<file path="config.mk">
export PLATFORM = sky130hd
export DESIGN_NAME = muestreador_fifo
export DESIGN_NICKNAME = d
export VERILOG_FILES = /design/src/rtl/muestreador_fifo.sv
export SDC_FILE = /design/constraint.sdc
export NUM_CORES = 1
export LEC_CHECK = 0
export CORE_MARGIN = 2
export CORE_UTILIZATION = 55
export DETAILED_ROUTE_END_ITERATION = 16
export PLACE_DENSITY = 0.74
export SLEW_MARGIN = 40
export SYNTH_ARGS = -nofsm -noshare
export SYNTH_HDL_FRONTEND = slang
export SYNTH_SLANG_ARGS = --single-unit
</file>
<file path="constraint.sdc">
create_clock -name clock_in -period 3.5 [get_ports clock_in]
set_input_delay 0.875 -clock clock_in [delete_from_list [all_inputs] [get_ports clock_in]]
set_output_delay 0.875 -clock clock_in [all_outputs]
set_load 0.02 [all_outputs]
</file>
<file path="src/rtl/muestreador_fifo.sv">
// Sample pacer: buffers upstream samples and releases one per rising edge of the
// selected sample-rate square wave, with prefill, underrun tracking and glitch-free rate switching.
//
// state | meaning
// IDLE  | pacing off, no strobes
// ARM   | waiting for FIFO level >= PREFILL, ticks ignored
// RUN   | one strobe per tick, popping the FIFO head when available
module muestreador_fifo #(
  parameter int DATA_W      = 16,
  parameter int DEPTH       = 16,
  parameter int PREFILL     = 4,
  parameter int SYNC_STAGES = 2
) (
  input  logic                     clock_in,
  input  logic                     reset_n,
  input  logic [7:0]               samp_rates,
  input  logic [2:0]               rate_sel,
  input  logic                     enable,
  input  logic                     flush,
  input  logic [DATA_W-1:0]        in_data,
  input  logic                     in_valid,
  output logic                     in_ready,
  output logic [DATA_W-1:0]        out_data,
  output logic                     out_strobe,
  output logic [7:0]               underrun_cnt,
  output logic [$clog2(DEPTH):0]   level
);

  localparam int PTR_W = $clog2(DEPTH);
  localparam int LVL_W = PTR_W + 1;

  typedef enum logic [1:0] {
    ST_IDLE = 2'd0,
    ST_ARM  = 2'd1,
    ST_RUN  = 2'd2
  } state_t;

  state_t                   state_q, state_d;
  logic [2:0]               sel_q, sel_d;
  logic [SYNC_STAGES-1:0]   sync_q, sync_d;
  logic                     prev_q, prev_d;
  logic [PTR_W-1:0]         wr_ptr_q, wr_ptr_d;
  logic [PTR_W-1:0]         rd_ptr_q, rd_ptr_d;
  logic [LVL_W-1:0]         level_q, level_d;
  logic [DATA_W-1:0]        out_data_q, out_data_d;
  logic                     out_strobe_q, out_strobe_d;
  logic [7:0]               underrun_q, underrun_d;
  logic                     in_ready_q, in_ready_d;
  logic [DATA_W-1:0]        mem_q [DEPTH];

  logic                     sel_change;
  logic                     tick;
  logic                     push;
  logic                     pop;

  // On a rate switch the whole chain and the edge history preload the new raw bit,
  // so the switch itself can never look like a rising edge.
  always_comb begin
    sel_change = (rate_sel != sel_q);
    sel_d      = rate_sel;
    if (sel_change) begin
      sync_d = {SYNC_STAGES{samp_rates[rate_sel]}};
      prev_d = samp_rates[rate_sel];
    end else begin
      sync_d = {sync_q[SYNC_STAGES-2:0], samp_rates[sel_q]};
      prev_d = sync_q[SYNC_STAGES-1];
    end
    tick = sync_q[SYNC_STAGES-1] & ~prev_q & ~sel_change;
  end

  always_comb begin
    state_d      = state_q;
    out_data_d   = out_data_q;
    out_strobe_d = 1'b0;
    underrun_d   = underrun_q;
    wr_ptr_d     = wr_ptr_q;
    rd_ptr_d     = rd_ptr_q;
    level_d      = level_q;
    push         = in_valid & in_ready_q;
    pop          = 1'b0;

    if (flush) begin
      push     = 1'b0;
      wr_ptr_d = '0;
      rd_ptr_d = '0;
      level_d  = '0;
      unique case (state_q)
        ST_IDLE: if (enable) state_d = ST_ARM;
        ST_ARM:  if (!enable) state_d = ST_IDLE;
        default: state_d = ST_ARM;
      endcase
    end else begin
      unique case (state_q)
        ST_IDLE: begin
          if (enable) state_d = ST_ARM;
        end
        ST_ARM: begin
          if (!enable) begin
            state_d = ST_IDLE;
          end else if (level_q >= LVL_W'(PREFILL)) begin
            state_d = ST_RUN;
          end
        end
        ST_RUN: begin
          if (tick) begin
            out_strobe_d = 1'b1;
            if (level_q != '0) begin
              pop        = 1'b1;
              out_data_d = mem_q[rd_ptr_q];
            end else begin
              // Empty tick still strobes so the DAC repeats the last sample.
              if (underrun_q != 8'hFF) underrun_d = underrun_q + 8'd1;
              state_d = ST_ARM;
            end
          end
          if (!enable) state_d = ST_IDLE;
        end
        default: state_d = ST_IDLE;
      endcase

      if (push) wr_ptr_d = wr_ptr_q + PTR_W'(1);
      if (pop)  rd_ptr_d = rd_ptr_q + PTR_W'(1);
      level_d = level_q + LVL_W'(push) - LVL_W'(pop);
    end

    in_ready_d = (level_d < LVL_W'(DEPTH));
  end

  always_ff @(posedge clock_in or negedge reset_n) begin
    if (!reset_n) begin
      state_q      <= ST_IDLE;
      sel_q        <= '0;
      sync_q       <= '0;
      prev_q       <= 1'b0;
      wr_ptr_q     <= '0;
      rd_ptr_q     <= '0;
      level_q      <= '0;
      out_data_q   <= '0;
      out_strobe_q <= 1'b0;
      underrun_q   <= '0;
      in_ready_q   <= 1'b0;
    end else begin
      state_q      <= state_d;
      sel_q        <= sel_d;
      sync_q       <= sync_d;
      prev_q       <= prev_d;
      wr_ptr_q     <= wr_ptr_d;
      rd_ptr_q     <= rd_ptr_d;
      level_q      <= level_d;
      out_data_q   <= out_data_d;
      out_strobe_q <= out_strobe_d;
      underrun_q   <= underrun_d;
      in_ready_q   <= in_ready_d;
    end
  end

  always_ff @(posedge clock_in) begin
    if (push) mem_q[wr_ptr_q] <= in_data;
  end

  assign in_ready     = in_ready_q;
  assign out_data     = out_data_q;
  assign out_strobe   = out_strobe_q;
  assign underrun_cnt = underrun_q;
  assign level        = level_q;

endmodule

</file>
==> metrics.md <==
| Metric | Value |
|---|---|
| GP Congestion | roughly 0.81 |
| Setup crit end kind | flop |
| Crit-path leading delay family | adder cells |
| Mapped Avg Cell Area | slightly below 20 um^2 |
| TritonCTS Buffers | 29 |
| P_leak | between 4 and 5 nW |
| Mapped Cells | just over 600 |
| Mux share of post-synthesis cell area | 0.151 |
| Filler-free cell count of the finished design | 1,010 |
| Num Clock Sinks | around 300 |
| DRT antenna net count | 0 |
| Layout area overhead | 17.4% |
| IO Port Bufs | just over 60 |
| Synth Area in Compound Gates | 0.0398 |
| VDD IR max | around 0.00034 V |
| Num rows | 54 |
| Yosys Warn Count | 0 |
| F_max | roughly 0.32 GHz |
| Initial Util | 0.557 |
| WL final | 25,600 um |
| Register bit count reported by yosys | between 300 and 400 |
| FF/Latch Area | slightly below 9000 um^2 |
| Clock-pin slew on the worst setup and hold paths | about 0.07 ns |
| Post-synthesis adder-cell area fraction | 0.0151 |
| Status | complete, no violations |
| Slew HR | 0.587 |
| CP bufs+invs | 3 |
| Hold Crit Class | input pin to async pin |
| Crit start category | flop |
| Flop-to-flop setup slack | around 0.34 ns |
| Most common cell after layout, fill and taps aside | edfxtp_1 |
| Synth Area in XOR/XNOR | 0.0120 |
| FF-to-FF Start | level[2]$_DFF_PN0_ |
| Post-synthesis simple-gate area fraction | 0.0334 |
| First-pass GRT wire length | 39,600 um |
| Post-synth EDFFs | ~260 |
| I/O Pins | 63 |
| Crit path max fanout | 9 |
| RSZ-0062 raised after global routing | false |
| Most frequent cells in the layout | 256 x edfxtp_1, 64 x mux4_2, 61 x clkdlybuf4s50_1 |
| Multi-input gate area | roughly 3100 um^2 |
| Setup TNS | 0 ns |
| Ys async rst share | 0.155 |
| Fraction of layout cells with a size suffix above 1 | 0.236 |
| Core area | around 22,000 um^2 |
| Total power | between 0.007 and 0.008 W |
| Main synth FF type | edfxtp_1 |
| Yosys cell types | 45 |
| Sequential area share after synthesis | 0.731 |
| Global route overflow | 0 |
| Final HPWL DP | 15,000 um |
| Crit path largest cell delay | a little under 0.5 ns |
| WP data arrival | about 3.6 ns |
| Max-cap violations | 0 |
| Initial antenna violation count | 0 |
| Cell-by-cell trace of the critical path | inv_1, ha_1, nor4b_4, or3b_1, nor2_1, ha_1, inv_1, ha_1, inv_1, fa_1, nand2b_1, a21oi_1, o21ai_0, a21o_1 |
| H-tree levels | 1 |
| Clk buf depth | 3 |
| Fin. Hold Viols | 0 |
| WP data required | 3.94 ns |
| Largest family of logic cells by synthesized area | multiplexers |
| Drt via density | just over 6 |
| Vias | ~6,200 |
| DRT iter0 DRCs | between 600 and 700 |
| Wire per inst | around 25 um |
| Largest net degree at the start of global routing | 35 |
| Dpl cells | about 960 |
| Placement-stage cell area | 13,300 um^2 |
| Max Clock Skew | ~0.0097 ns |
| Final Critical Period | 3.16 ns |
| Number of global-route vias before repair | ~6,600 |
| Post-Syn Area | 12,100 um^2 |
| Post-cts resize count | 0 |
| Worst r2r dst | in_ready$_DFF_PN0_ |
| Post-Syn Nets | ~660 |
| Overall routing resource usage | 0.226 |
| Clk_lat worst skew | ~0.55 ns |
| Slowest CP cell | or3b_1 |
| Slew @ Worst Pin | 0.618 ns |
| TritonCTS clock tree | yes |
| Final setup viols | 0 |
| Fin area | about 14,000 um^2 |
| Die Area | about 23,000 um^2 |
| Slew Limit Fails | 0 |
| Post-CTS Hold Buffers | 0 |
| Hold Slack | 0.272 ns |
| Post-CTS Setup Repair Bufs | 0 |
| Reg2Reg Depth | 14 |
| Setup CP Type | flop to flop |
| N_diodes | 0 |
| Fill cells | between 1,000 and 1,500 |
| Die span in x | 152 um |
| Nets | between 700 and 800 |
| Power density cells | approximately 550 nW/um^2 |
| Root cell of the clock tree | clkbuf_16 |
| DRT Pass-1 Iters | 5 |
| Period Utilization, post-route | 0.902 |
| Remaining DRCs | 0 |
| Die H | approximately 150 um |
-- flip-flops by register name, summed over array words and instances, names as in the netlist --
register	cells
mem_q	256
out_data	16
underrun_cnt	8
level	5
rd_ptr_q	4
wr_ptr_q	4
sel_q	3
state_q	2
sync_q	2
in_ready	1
out_strobe	1
prev_q	1
-- kinds of logic (layout without fill, tap and decap cells) --
family | after synthesis | after routing
AOI/OAI and AO/OA | 57 | 57
DFF | 303 | 303
and+or+nand+nor | 75 | 75
adders and majority gates | 14 | 14
muxes | 100 | 100
buffers and inverters | 47 | 167
xor gates and xnor gates | 14 | 14
-- synthesized netlist by cell type, types with 8 or more instances --
library cell  instances  share of area
edfxtp_1            256           0.63
mux4_2               64           0.12
dfrtp_1              47          0.097
mux2i_1              32          0.026
nor2_1               22         0.0068
o31ai_1              18          0.011
inv_1                14         0.0043
clkbuf_1             13         0.0040
ha_1                 13          0.013
buf_2                11         0.0045
o221ai_2             11          0.014
a21oi_1              10         0.0041
nand2_1               9         0.0028
xor2_1                9         0.0065
nand3_1               8         0.0033
nor3_1                8         0.0033
-- how the worst max path moves through the flow --
stage / endpoint / cells after the start / from / slack, ns
3_5_place_dp: in_ready$_DFF_PN0_ / 13 / rate_sel[0] / -0.04
4_1_cts: in_ready$_DFF_PN0_ / 14 / level[2]$_DFF_PN0_ / 0.34
3_3_place_gp: in_ready$_DFF_PN0_ / 13 / rate_sel[1] / 0.01
5_1_grt: in_ready$_DFF_PN0_ / 14 / level[2]$_DFF_PN0_ / 0.14
6_report: in_ready$_DFF_PN0_ / 14 / level[2]$_DFF_PN0_ / 0.34
2_1_floorplan: in_ready$_DFF_PN0_ / 13 / rate_sel[1] / 0.48
-- worst reg2reg max path: cells and delay by family (launching register included) --
family	cells	cell delay [ns]
AOI/OAI and AO/OA	3	0.45
adders and majority gates	4	1.04
buffers and inverters	3	0.22
DFF	1	0.38
and+or+nand+nor	4	0.96
-- final cells by class --
class,count,share of cell area
sequential,303,0.623
multi-input combinational,260,0.217
timing repair buffer,99,0.0647
clock buffer,37,0.0538
tap,280,0.0246
clock inverter,17,0.0132
inverter,14,0.00369
-- per-stage QoR --
stage / utilization / setup slack [ns]
after floorplan: - / 0.479
after global placement: 0.610 / 0.0146
after global routing: 0.654 / 0.136
after CTS: 0.654 / 0.342
final: 0.654 / 0.344
after detailed placement: 0.610 / -0.0374
-- routing by layer --
metal	vias to the layer above	global-route usage	wire, um
li1	2680	-	-
met1	3236	0.309	10200
met2	278	0.385	13100
met3	49	0.0333	1690
met4	0	0.0648	651
met5	-	0	0
-- where the power goes --
| part | internal [W] | total (W) | switching (W) |
|---|---|---|---|
| Clock | 0.00184 | 0.00311 | 0.00127 |
| Sequential | 0.00401 | 0.00406 | 0.0000570 |
| Combinational | 0.000256 | 0.000616 | 0.000361 |
| Total | 0.00610 | 0.00779 | 0.00169 |
Power figures use the tool's default switching activity.
